[src/rtl/sw_fill_ctrl.sv]
// rtl/sw_fill_ctrl.sv - Smith-Waterman score matrix fill sequencer, linear gap, max tracking
// Optional SW_CYCLE_CNT_EN adds o_cycles, a busy-cycle counter.
module sw_fill_ctrl #(
  parameter int SCORE_W  = 10,
  parameter int LEN_W    = 8,
  parameter int MATCH    = 2,
  parameter int MISMATCH = 1,
  parameter int GAP      = 1
) (
  input  logic               i_clk,
  input  logic               i_rst_n,
  input  logic               i_start,
  input  logic [LEN_W-1:0]   i_read_len,
  input  logic [LEN_W-1:0]   i_ref_len,
  output logic [LEN_W-1:0]   o_read_idx,
  output logic [LEN_W-1:0]   o_ref_idx,
  input  logic [1:0]         i_read_base,
  input  logic [1:0]         i_ref_base,
  output logic               o_mat_start,
  output logic [LEN_W-1:0]   o_mat_i,
  output logic [LEN_W-1:0]   o_mat_j,
  output logic               o_mat_op,
  output logic [SCORE_W-1:0] o_mat_score,
  input  logic [SCORE_W-1:0] i_mat_score,
  output logic               o_busy,
  output logic               o_done,
  output logic [SCORE_W-1:0] o_max_score,
  output logic [LEN_W-1:0]   o_max_i,
  output logic [LEN_W-1:0]   o_max_j
`ifdef SW_CYCLE_CNT_EN
  ,
  output logic [31:0]        o_cycles
`endif
);

  localparam int AW = SCORE_W + 2;
  localparam logic [LEN_W-1:0]     ONE      = LEN_W'(1);
  localparam logic [LEN_W-1:0]     MAX_LEN  = LEN_W'(128);
  localparam logic signed [AW-1:0] MATCH_S  = AW'(MATCH);
  localparam logic signed [AW-1:0] MISM_S   = AW'(MISMATCH);
  localparam logic signed [AW-1:0] GAP_S    = AW'(GAP);
  localparam logic signed [AW-1:0] SAT_S    = AW'((1 << SCORE_W) - 1);

  typedef enum logic [2:0] {IDLE, MSTART, RD_D, RD_U, RD_L, CAP_L, WR, DONE} state_t;

  state_t             state, state_nxt;
  logic [LEN_W-1:0]   n_q, m_q, i_q, j_q, i_nxt, j_nxt;
  logic [LEN_W-1:0]   mat_i_nxt, mat_j_nxt;
  logic               op_nxt, accept, len_ok;
  logic [SCORE_W-1:0] d_q, u_q, l_q;
  logic               match_q;
  logic signed [AW-1:0] d_s, u_s, l_s, h_d, h_u, h_l, h_m;

  assign accept = (state == IDLE) && i_start;
  assign len_ok = (i_read_len != '0) && (i_ref_len != '0) &&
                  (i_read_len <= MAX_LEN) && (i_ref_len <= MAX_LEN);

  always_comb begin
    state_nxt = state;
    i_nxt     = i_q;
    j_nxt     = j_q;
    case (state)
      IDLE: begin
        if (i_start) begin
          if (len_ok) begin
            state_nxt = MSTART;
            i_nxt     = ONE;
            j_nxt     = ONE;
          end else begin
            state_nxt = DONE;
          end
        end
      end
      MSTART: state_nxt = RD_D;
      RD_D:   state_nxt = RD_U;
      RD_U:   state_nxt = RD_L;
      RD_L:   state_nxt = CAP_L;
      CAP_L:  state_nxt = WR;
      WR: begin
        if (i_q == n_q && j_q == m_q) begin
          state_nxt = DONE;
        end else begin
          state_nxt = RD_D;
          if (j_q == m_q) begin
            j_nxt = ONE;
            i_nxt = i_q + ONE;
          end else begin
            j_nxt = j_q + ONE;
          end
        end
      end
      DONE:    state_nxt = IDLE;
      default: state_nxt = IDLE;
    endcase

    // Matrix address/op are registered, so they are derived from the coming state.
    mat_i_nxt = '0;
    mat_j_nxt = '0;
    op_nxt    = 1'b0;
    case (state_nxt)
      RD_D: begin mat_i_nxt = i_nxt - ONE; mat_j_nxt = j_nxt - ONE; end
      RD_U: begin mat_i_nxt = i_nxt - ONE; mat_j_nxt = j_nxt;       end
      RD_L: begin mat_i_nxt = i_nxt;       mat_j_nxt = j_nxt - ONE; end
      WR:   begin mat_i_nxt = i_nxt;       mat_j_nxt = j_nxt; op_nxt = 1'b1; end
      default: ;
    endcase
  end

  always_comb begin
    d_s = $signed({2'b00, d_q});
    u_s = $signed({2'b00, u_q});
    l_s = $signed({2'b00, l_q});
    h_d = match_q ? d_s + MATCH_S : d_s - MISM_S;
    h_u = u_s - GAP_S;
    h_l = l_s - GAP_S;
    h_m = '0;
    if (h_d > h_m) h_m = h_d;
    if (h_u > h_m) h_m = h_u;
    if (h_l > h_m) h_m = h_l;
    if (h_m > SAT_S) h_m = SAT_S;
  end

  assign o_mat_score = (state == WR) ? h_m[SCORE_W-1:0] : '0;

  always_ff @(posedge i_clk) begin
    if (!i_rst_n) begin
      state       <= IDLE;
      n_q         <= '0;
      m_q         <= '0;
      i_q         <= '0;
      j_q         <= '0;
      d_q         <= '0;
      u_q         <= '0;
      l_q         <= '0;
      match_q     <= 1'b0;
      o_read_idx  <= '0;
      o_ref_idx   <= '0;
      o_mat_start <= 1'b0;
      o_mat_i     <= '0;
      o_mat_j     <= '0;
      o_mat_op    <= 1'b0;
      o_busy      <= 1'b0;
      o_done      <= 1'b0;
      o_max_score <= '0;
      o_max_i     <= '0;
      o_max_j     <= '0;
    end else begin
      state       <= state_nxt;
      i_q         <= i_nxt;
      j_q         <= j_nxt;
      o_mat_i     <= mat_i_nxt;
      o_mat_j     <= mat_j_nxt;
      o_mat_op    <= op_nxt;
      o_mat_start <= (state_nxt == MSTART);
      o_busy      <= (state_nxt != IDLE) && (state_nxt != DONE);
      o_done      <= (state_nxt == DONE);
      if (state_nxt == RD_D) begin
        o_read_idx <= i_nxt - ONE;
        o_ref_idx  <= j_nxt - ONE;
      end
      if (accept) begin
        n_q         <= i_read_len;
        m_q         <= i_ref_len;
        o_max_score <= '0;
        o_max_i     <= '0;
        o_max_j     <= '0;
      end
      // Row 0 / column 0 neighbours are forced to zero; the matrix never holds them.
      case (state)
        RD_U:  d_q <= (i_q == ONE || j_q == ONE) ? '0 : i_mat_score;
        RD_L:  u_q <= (i_q == ONE) ? '0 : i_mat_score;
        CAP_L: begin
          l_q     <= (j_q == ONE) ? '0 : i_mat_score;
          match_q <= (i_read_base == i_ref_base);
        end
        WR: begin
          if (h_m > $signed({2'b00, o_max_score})) begin
            o_max_score <= h_m[SCORE_W-1:0];
            o_max_i     <= i_q;
            o_max_j     <= j_q;
          end
        end
        default: ;
      endcase
    end
  end

`ifdef SW_CYCLE_CNT_EN
  always_ff @(posedge i_clk) begin
    if (!i_rst_n)    o_cycles <= '0;
    else if (accept) o_cycles <= '0;
    else if (o_busy) o_cycles <= o_cycles + 32'd1;
  end
`endif

endmodule

[config.mk]
export PLATFORM = sky130hd
export DESIGN_NAME = sw_fill_ctrl
export DESIGN_NICKNAME = d
export VERILOG_FILES = /design/src/rtl/sw_fill_ctrl.sv
export SDC_FILE = /design/constraint.sdc
export NUM_CORES = 1
export LEC_CHECK = 0
export ABC_CLOCK_PERIOD_IN_PS = 7400
export BUFFER_PORTS_ARGS = -buffer_cell sky130_fd_sc_hd__buf_4
export CORE_ASPECT_RATIO = 2
export CORE_MARGIN = 4
export CORE_UTILIZATION = 54
export CTS_BUF_LIST = sky130_fd_sc_hd__clkbuf_4 sky130_fd_sc_hd__clkbuf_8
export CTS_CLUSTER_SIZE = 10
export DETAILED_ROUTE_END_ITERATION = 10
export GPL_TIMING_DRIVEN = 1
export PLACE_DENSITY = 0.79
export SKIP_LAST_GASP = 1
export SLEW_MARGIN = 25
export SYNTH_ARGS = -nofsm -noshare
export SYNTH_HDL_FRONTEND = slang
export SYNTH_SLANG_ARGS = --single-unit
[constraint.sdc]
create_clock -name i_clk -period 7.4 [get_ports i_clk]
set_input_delay 1.48 -clock i_clk [delete_from_list [all_inputs] [get_ports i_clk]]
set_output_delay 1.48 -clock i_clk [all_outputs]
set_load 0.02 [all_outputs]
==> impl_metrics.csv, run 1 <==
group,metric,value,unit
floorplanning,rows,61,
placement,io_buffers,104,
synth,synth-edff-count,0,
clock_tree,cts_buffer_depth,2,
grt,grt_max_degree,55,
finish,layout_commonest_cell,"buf_4",
status,outcome,"finished, violations left",
worst_setup_path,critical_path_peak_fanout,7,
clock_tree,worstSkewPairLatency,0.44,ns
timing,skew,0.0157,ns
synth,synthArstFlopShare,0,
timing,worst_pin_slew,1.03,ns
timing,fin_crit_sh,1.02,
grt,grt.overflow.total,0,
timing,min_period,7.57,ns
clock_tree,clock-sinks,128,
synth,synthesis.area,7650,um^2
clock_tree,clkTransAtPathRegs,0.08,ns
synth,synth_seq_area_share,0.335,
worst_setup_path,critical_path.startpoint_type,"flop",
finish,nets,1182,
routing,wl_per_cell,19.7,um
floorplanning,pin_count,105,
floorplanning,die_area,16300,um^2
routing,drt-vias-per-instance,6.17,
routing,drt-total-wl,25.7,mm
routing,ant_nets,0,
synth,ys.warnings.count,0,
timing,layout_setup_ws,-0.168,ns
synth,ys_ff_latch,128,
timing,rsz0062_at_grt,"yes",
finish,layout_common_cells,"buf_4, dfxtp_1, nand2_1",
routing,drtIter0Drc,398,
routing,drc,0,
floorplanning,core,13900,um^2
grt,antenna_found_initial,0,
timing,finalHoldViolations,0,
placement,hpwl,18.0,mm
finish,syn_to_final_growth,29.7,%
placement,globalplace.congestion,0.942,
finish,drive_gt1_frac,0.270,
synth,syn_inst,971,
synth,syn_nets,1051,
routing,dr.pass1.iters,5,
finish,diodes,0,
power,vdd_drop_max,0.000280,V
timing,setup_viol,29,
worst_setup_path,end_kind,"output pin",
timing,setup_tns,-1.81,ns
worst_hold_path,hp-class,"flop to flop",
placement,place_area,8700,um^2
clock_tree,cts_root_buf,"clkbuf_8",
status,failed_checks,"setup timing",
floorplanning,die_h,176,um
power,leakagePower,4.01,nW
clock_tree,numCtsBuffers,17,
flow_run,cap_violations,0,
grt,grt_use_met1,0.271,
synth,synth.distinct_cells,89,
grt,grt_pass1_wl,38.0,mm
grt,grt_util_all_layers,0.297,
timing,relSlewSlack,0.314,
worst_setup_path,arrival,6.09,ns
clock_tree,cts_tree,"built",
grt,busiest_layer,"met2",
clock_tree,h-tree-depth,4,
floorplanning,die_x,92.2,um
timing,max_freq,0.132,GHz
worst_setup_path,path_class,"flop to output pin",
clock_tree,hold_buffers,0,
power,power_density,595,nW/um^2
synth,syn_avg_cell_area,7.88,um^2
grt,grt_use_met3,0.0478,
floorplanning,initial_core_util,0.551,
grt,met2_usage,0.589,
grt,grt_pass1_vias,7729,
finish,final_area,9930,um^2
timing,final_max_slew_viol_count,0,
synth,dominantRegCellSynth,"dfxtp_1",
routing,vias,8034,
worst_setup_path,worstPathRequired,5.92,ns
## path summary, 6_finish.rpt
path	from	end	slack, ns	cells past startpoint
setup / recovery	match_q	o_mat_score[0]	-0.17	25
hold / removal	o_read_idx[3]	o_read_idx[3]	0.46	2
setup reg to reg	match_q	o_max_i[7]	-0.07	35
hold reg to reg	o_read_idx[3]	o_read_idx[3]	0.46	2
## worst max-delay path: stages (launching register included)
cell and delay, ns:
dfxtp_2 0.32, or4_4 0.57, or4_4 0.46, o21ai_4 0.15
xnor2_2 0.15, a41oi_2 0.14, buf_4 0.18, nand2_4 0.06
ha_4 0.20, and3_4 0.14, nand3_2 0.06, o21ai_1 0.06
a211o_1 0.37, a21oi_4 0.28, buf_6 0.15, mux2_4 0.31
ha_4 0.28, nand3_2 0.07, o31a_1 0.38, o21a_1 0.19
a311oi_4 0.28, buf_6 0.18, nand2_8 0.08, o22ai_1 0.25
nor2_1 0.10, buf_4 0.21
## synth_stat cells, types with 3 or more instances
master    number  share of area
nand4_1       10         0.0082
nor4_1        12         0.0098
a22o_1         3         0.0034
and2_1         9         0.0074
xor2_1        24          0.027
or4_1          6         0.0059
ha_1          47          0.077
o21a_1         7         0.0069
xnor2_1       32          0.037
o22ai_1        6         0.0049
nor2_1       107          0.052
o21ai_0       25          0.016
and3_1         7         0.0057
and4_1         4         0.0046
nand2_1      122          0.060
a22oi_1       31          0.030
a21o_1        12          0.012
o32a_1         3         0.0039
nor3_1        30          0.020
a31oi_1       14          0.011
or3_1          3         0.0025
o32ai_1        9          0.010
a211oi_1       9         0.0088
nor2b_1       11         0.0090
clkbuf_1      44          0.022
o31a_1         4         0.0046
o21ai_1        5         0.0033
and3b_1        3         0.0034
nand3_1       46          0.030
buf_2          5         0.0033
o211ai_1       3         0.0029
or2_2          3         0.0025
dfxtp_1      128           0.33
a21oi_1       78          0.051
inv_1         36          0.018
nand2b_1       4         0.0033
## state kept, by name, summed over array words and instances, names as in the netlist, 8 cells and up
register / flops
i_q: 8
l_q: 10
n_q: 8
o_read_idx: 8
o_max_score: 10
u_q: 10
o_mat_j: 8
o_ref_idx: 8
o_mat_i: 8
m_q: 8
o_max_i: 8
o_max_j: 8
d_q: 10
j_q: 8
## report_power, final
| part | total [mW] | switching [mW] | internal, mW |
|---|---|---|---|
| logic | 4.36 | 2.38 | 1.98 |
| clock network | 0.634 | 0.293 | 0.341 |
| registers | 0.920 | 0.0974 | 0.823 |
| total | 5.91 | 2.77 | 3.14 |
## through the flow
| stage | cells | utilization | power, mW | worst slack (ns) | hold slack [ns] |
|---|---|---|---|---|---|
| floorplan | 971 | - | 3.04 | 0.0123 | 0.448 |
| detailed placement | 1239 | 0.626 | 3.98 | -0.136 | 0.457 |
| CTS | 1290 | 0.683 | 5.17 | -0.0301 | 0.469 |
| global route | 1303 | 0.715 | 6.27 | -0.352 | 0.488 |
| global placement | 1239 | 0.626 | 3.94 | -0.0154 | 0.450 |
| finish | 1303 | 0.715 | 5.91 | -0.168 | 0.465 |
## cell families (layout without fill, tap and decap cells)
| family | after synthesis | after routing | synth area share |
|---|---|---|---|
| compound gates | 245 | 245 | 0.219 |
| xor+xnor | 56 | 56 | 0.0641 |
| fa+ha+maj | 49 | 49 | 0.0796 |
| buf+inv | 87 | 230 | 0.0435 |
| flops | 128 | 128 | 0.335 |
| mux | 5 | 5 | 0.00735 |
| other cells | 1 | 1 | 0.000490 |
| simple gates | 400 | 400 | 0.252 |
## routing by layer
layer,wire [um],vias to the layer above
li1,-,3759
met1,8560,3815
met2,14400,342
met3,1160,118
met4,1570,0
met5,0,-
## area by class of cell
class                           count  area [um^2]
Clock inverter                     13          163
Sequential cell                   128         2560
Timing Repair Buffer              162         1280
Multi-Input combinational cell    756         5300
Clock buffer                       18          248
Inverter                           37          139
Tap cell                          189          236
Fill cell                        1119         3960
## what timing repair did
action                                  in CTS  in global routing
gates resized for setup                     47                 57
gates cloned                                 0                  0
setup buffers                               20                 13
pin swaps                                   24                 18
endpoints found under the setup margin      36                 36
(Power assumes the default switching activity.)
==> run 2, diff against run 1 <==
--- a/config.mk
+++ b/config.mk
@@ -7,7 +7,7 @@
 export LEC_CHECK = 0
 export ABC_CLOCK_PERIOD_IN_PS = 7400
 export BUFFER_PORTS_ARGS = -buffer_cell sky130_fd_sc_hd__buf_4
-export CORE_ASPECT_RATIO = 2
+export CORE_ASPECT_RATIO = 0.7
 export CORE_MARGIN = 4
 export CORE_UTILIZATION = 54
 export CTS_BUF_LIST = sky130_fd_sc_hd__clkbuf_4 sky130_fd_sc_hd__clkbuf_8
==> run 2 against run 1 <==
Against the previous run:
- setup slack lost 0.044 ns
- the flow still finishes with violations (setup timing)
- non-clock buffer count decreased by 2
- wire length is 9.7% lower
- critical endpoint is now o_max_score[1]
- largest power group unchanged
- register-to-register slack got worse by 0.14 ns
- core utilization shrank 0.33 points
- sequential power about the same
- combinational power is 6.0% lower
==> impl_metrics.csv, run 2 (same netlist as run 1, synthesis figures left out) <==
group,metric,value,unit
worst_setup_path,end_kind,"flop",
clock_tree,clock-sinks,128,
timing,setup_tns,-4.12,ns
timing,min_period,7.61,ns
grt,grt.overflow.total,0,
power,p_total,5.63,mW
grt,antenna_found_initial,0,
worst_setup_path,arrival,7.99,ns
finish,diodes,0,
finish,layout_commonest_cell,"buf_4",
routing,drtIter0Drc,856,
floorplanning,die_x,150,um
routing,drt-total-wl,23.2,mm
floorplanning,rows,36,
clock_tree,numCtsBuffers,17,
timing,setup_viol,36,
routing,dr.pass1.iters,6,
placement,dp_cells,1233,
placement,globalplace.congestion,0.957,
worst_setup_path,cpMaxStageDelayCell,"or4_4",
status,outcome,"finished, violations left",
clock_tree,cts_buffer_depth,2,
floorplanning,die_area,16200,um^2
routing,wl_per_cell,17.8,um
worst_hold_path,hp-class,"flop to flop",
finish,syn_to_final_growth,29.4,%
routing,drc,0,
worst_setup_path,critical_path.startpoint_type,"flop",
grt,grt_util_all_layers,0.267,
timing,rsz0062_at_grt,"yes",
power,leakagePower,3.99,nW
floorplanning,core,13900,um^2
floorplanning,die_h,108,um
timing,layout_setup_ws,-0.212,ns
status,failed_checks,"setup timing",
routing,vias,7942,
power,power_density,569,nW/um^2
clock_tree,worstSkewPairLatency,0.43,ns
worst_setup_path,crit_top_cell,"buf_4",
clock_tree,h-tree-depth,4,
timing,fin_crit_sh,1.03,
timing,skew,0.0185,ns
power,vdd_drop_max,0.000375,V
clock_tree,cts_root_buf,"clkbuf_8",
worst_setup_path,critical_path_peak_fanout,7,
grt,grt_max_degree,61,
clock_tree,hold_buffers,0,
finish,nets,1181,
placement,hpwl,16.0,mm
placement,io_buffers,104,
clock_tree,cts_tree,"built",
clock_tree,clkTransAtPathRegs,0.08,ns
finish,fillCellCount,1079,
finish,final_cells,1303,
floorplanning,initial_core_util,0.550,
grt,grt_pass1_vias,6822,
routing,ant_nets,0,
timing,finalHoldViolations,0,
flow_run,cap_violations,0,
timing,worst_pin_slew,0.917,ns
timing,max_freq,0.131,GHz
timing,final_max_slew_viol_count,0,
finish,drive_gt1_frac,0.273,
timing,relSlewSlack,0.383,
worst_setup_path,max_stage_delay,0.53,ns
worst_setup_path,worstPathRequired,7.78,ns
routing,drt-vias-per-instance,6.10,
worst_setup_path,path_class,"flop to flop",
floorplanning,pin_count,105,
finish,layout_common_cells,"buf_4, dfxtp_1, nand2_1",
grt,grt_pass1_wl,34.8,mm
==> run 2: cell count changes in the layout (fill, tap and decap cells not counted), moves of 2 or more <==
| cell | delta |
|---|---|
| a21oi_1 | -4 |
| a21oi_2 | +5 |
| clkbuf_8 | +4 |
| inv_6 | -2 |
| nand2_2 | +2 |
| nand3_1 | +3 |
| nand3_2 | -3 |
| nor2_1 | +2 |
| o22ai_1 | -3 |
| o22ai_2 | +3 |
==> run 2: final cells by class <==
type / instances / area (um^2) / share of cell area
flip-flops and latches: 128 / 2560 / 0.259
clock inverters: 9 / 106 / 0.0107
well taps: 190 / 238 / 0.0240
repair buffers: 160 / 1250 / 0.126
inverters: 37 / 139 / 0.0140
clock buffers: 22 / 303 / 0.0306
multi-input cells: 757 / 5300 / 0.535
==> run 2: path summary, 6_finish.rpt <==
kind,startpoint,endpoint,slack [ns],depth (start not counted)
max,match_q,o_max_score[1],-0.21,36
min,o_read_idx[6],o_read_idx[6],0.46,2
max reg2reg,match_q,o_max_score[1],-0.21,36
min reg2reg,o_read_idx[6],o_read_idx[6],0.46,2
==> run 2: critical path, delay by kind of cell, from the launching register on <==
family                   cells  cell delay, ns
AO/OA/AOI/OAI               17            3.38
AND/OR/NAND/NOR              8            2.07
flip-flops                   1            0.32
buffers and inverters        7            1.00
adder cells (fa/ha/maj)      3            0.64
XOR/XNOR                     1            0.14
==> run 2: per-layer routing <==
| metal | GRT usage | share of wire |
|---|---|---|
| met5 | 0 | 0 |
| met4 | 0.0574 | 0.013 |
| met3 | 0.0535 | 0.10 |
| met2 | 0.366 | 0.41 |
| met1 | 0.424 | 0.47 |
==> run 2: timing repair <==
| item | CTS | global route |
|---|---|---|
| cloned | 2 | 2 |
| setup buffers | 18 | 17 |
| resized for setup | 27 | 82 |
| pin swaps | 24 | 33 |
| endpoints found under the setup margin | 34 | 36 |
==> run 2: metrics by stage <==
stage / utilization / worst slack, ns / hold WS [ns] / cell area (um^2)
floorplan: - / 0.0123 / 0.448 / 7680
global placement: 0.621 / 0.114 / 0.443 / 8640
detailed placement: 0.621 / -0.0355 / 0.448 / 8640
CTS: 0.671 / 0.0160 / 0.459 / 9340
global route: 0.711 / -0.453 / 0.472 / 9900
finish: 0.711 / -0.212 / 0.457 / 9900
==> run 2: power breakdown <==
group          switching [mW]  internal (mW)
combinational            2.26           1.84
sequential             0.0964          0.823
clock                   0.273          0.341
==> run 3, diff against run 2 <==
--- a/config.mk
+++ b/config.mk
@@ -6,15 +6,15 @@
 export NUM_CORES = 1
 export LEC_CHECK = 0
 export ABC_CLOCK_PERIOD_IN_PS = 7400
-export BUFFER_PORTS_ARGS = -buffer_cell sky130_fd_sc_hd__buf_4
 export CORE_ASPECT_RATIO = 0.7
 export CORE_MARGIN = 4
-export CORE_UTILIZATION = 54
+export CORE_UTILIZATION = 60
 export CTS_BUF_LIST = sky130_fd_sc_hd__clkbuf_4 sky130_fd_sc_hd__clkbuf_8
 export CTS_CLUSTER_SIZE = 10
 export DETAILED_ROUTE_END_ITERATION = 10
+export DONT_BUFFER_PORTS = 1
 export GPL_TIMING_DRIVEN = 1
-export PLACE_DENSITY = 0.79
+export PLACE_DENSITY = 0.76
 export SKIP_LAST_GASP = 1
 export SLEW_MARGIN = 25
 export SYNTH_ARGS = -nofsm -noshare
==> run 3 against run 2 <==
Against the previous run:
- the run still ends with setup timing left
- count of clock-buffer cells in the layout shrank 4
- power grew 4.8%
- critical endpoint is now o_mat_score[5]
- highest routed layer unchanged
- combinational power grew 2%
- critical path depth shrank 9
- clock skew shrank 0.0086 ns
- first-iteration DRC count grew 1.4%
==> impl_metrics.csv, run 3 (same netlist as run 1, synthesis figures left out) <==
group,metric,value,unit
worst_setup_path,path_class,"flop to output pin",
clock_tree,cts_buffer_depth,2,
finish,diodes,0,
routing,drc,0,
grt,grt_pass1_vias,6572,
routing,drt-vias-per-instance,6.52,
timing,worst_pin_slew,1.05,ns
power,leakagePower,3.55,nW
floorplanning,die_x,143,um
routing,wl_per_cell,20.7,um
placement,io_buffers,0,
worst_setup_path,end_kind,"output pin",
power,vdd_drop_max,0.000435,V
routing,vias,7684,
grt,antenna_found_initial,0,
flow_run,cap_violations,0,
grt,grt_util_all_layers,0.300,
power,p_clk_frac,0.114,
timing,layout_setup_ws,-0.402,ns
timing,rsz0062_at_grt,"yes",
timing,fin_crit_sh,1.05,
timing,max_freq,0.128,GHz
worst_setup_path,arrival,6.32,ns
finish,regArea,2560,um^2
finish,nets,1084,
finish,multi_input_area,5320,um^2
worst_setup_path,r2r_setup_slack,-0.27,ns
timing,skew,0.00996,ns
worst_setup_path,critical_path_peak_fanout,6,
finish,layout_commonest_cell,"dfxtp_1",
status,outcome,"finished, violations left",
finish,final_core_util,0.741,
clock_tree,clkTransAtPathRegs,0.08,ns
clock_tree,h-tree-depth,4,
clock_tree,cts_root_buf,"clkbuf_8",
timing,relSlewSlack,0.300,
placement,dp_cells,1105,
power,p_int,3.12,mW
timing,setup_tns,-7.75,ns
clock_tree,numCtsBuffers,17,
worst_hold_path,min_from,"m_q[0]",
power,p_seq_frac,0.175,
worst_setup_path,worstPathRequired,5.92,ns
timing,finalHoldViolations,0,
power,p_switching,2.78,mW
floorplanning,die_h,103,um
floorplanning,rows,34,
timing,hold_slack,0.472,ns
placement,dp_slack,-0.148,ns
placement,place_area,7860,um^2
grt,grt_pass1_wl,35.0,mm
finish,layout_common_cells,"dfxtp_1, nand2_1, nor2_1",
power,p_total,5.90,mW
placement,hpwl,15.8,mm
power,p_comb_frac,0.711,
finish,final_cells,1179,
finish,final_area,9240,um^2
worst_hold_path,hp-class,"flop to flop",
floorplanning,die_area,14700,um^2
finish,fillCellCount,878,
clock_tree,cts_tree,"built",
timing,setup_viol,36,
finish,drive_gt1_frac,0.211,
finish,syn_to_final_growth,20.7,%
floorplanning,core,12500,um^2
placement,globalplace.congestion,0.962,
worst_setup_path,critical_path.startpoint_type,"flop",
routing,drtIter0Drc,868,
clock_tree,worstSkewPairLatency,0.46,ns
grt,grt.overflow.total,0,
routing,dr.pass1.iters,5,
worst_setup_path,cp-startpoint,"match_q",
routing,ant_nets,0,
floorplanning,pin_count,105,
timing,final_max_slew_viol_count,0,
timing,min_period,7.80,ns
power,switching_share,0.471,
clock_tree,clock-sinks,128,
worst_setup_path,reg2reg_from,"match_q",
status,failed_checks,"setup timing",
grt,grt_max_degree,55,
floorplanning,initial_core_util,0.614,
power,power_density,639,nW/um^2
routing,drt-total-wl,24.4,mm
run 3: repair_timing:
item,in CTS,in global routing
setup endpoints to repair,36,36
hold buffers,0,0
gates resized for setup,37,92
pin swaps,13,34
gates cloned,1,3
buffers inserted,17,23
run 3: path summary, 6_finish.rpt:
kind / to / cells past startpoint
worst max-delay path: o_mat_score[5] / 27
worst min-delay path: m_q[0] / 2
worst max register to register: o_max_i[6] / 36
worst min register to register: m_q[0] / 2
run 3: final cells by class:
class	instances	share of cell area
well taps	162	0.0219
multi-input cells	756	0.576
clock buffers	18	0.0261
inverters	37	0.0150
repair buffers	64	0.0626
flip-flops and latches	128	0.278
clock inverters	14	0.0206
run 3: per-layer routing:
layer | up-vias | routed length [um] | global-route usage | share of wire
li1 | 3574 | - | - | -
met1 | 3568 | 10400 | 0.466 | 0.43
met2 | 487 | 10200 | 0.403 | 0.42
met3 | 55 | 3210 | 0.0936 | 0.13
met4 | 0 | 539 | 0.0665 | 0.022
met5 | - | 0 | 0 | 0
run 3: power groups by stage:
stage	Clock, mW	Sequential [mW]	Combinational, mW
floorplan	0	1.00	2.04
global placement	0	1.04	2.58
finish	0.674	1.03	4.19
CTS	0.673	1.03	3.16
global route	0.708	1.05	4.49
detailed placement	0	1.04	2.61
run 3: worst max-delay path, cell delays in order (launching register included):
cell	delay, ns
dfxtp_2	0.32
or4_4	0.55
or4_4	0.44
o21ai_4	0.16
xnor2_2	0.09
a41oi_2	0.19
buf_4	0.18
nand2_2	0.07
ha_4	0.27
and3_1	0.15
nand3_2	0.07
o21ai_1	0.06
a211o_1	0.36
buf_4	0.17
a211oi_1	0.22
a21o_1	0.15
ha_1	0.26
a21o_1	0.18
a21oi_1	0.21
o221ai_2	0.12
a21o_1	0.22
a21o_1	0.23
a311oi_4	0.40
buf_6	0.18
buf_8	0.13
nor2_4	0.05
a31oi_4	0.20
and2_4	0.21
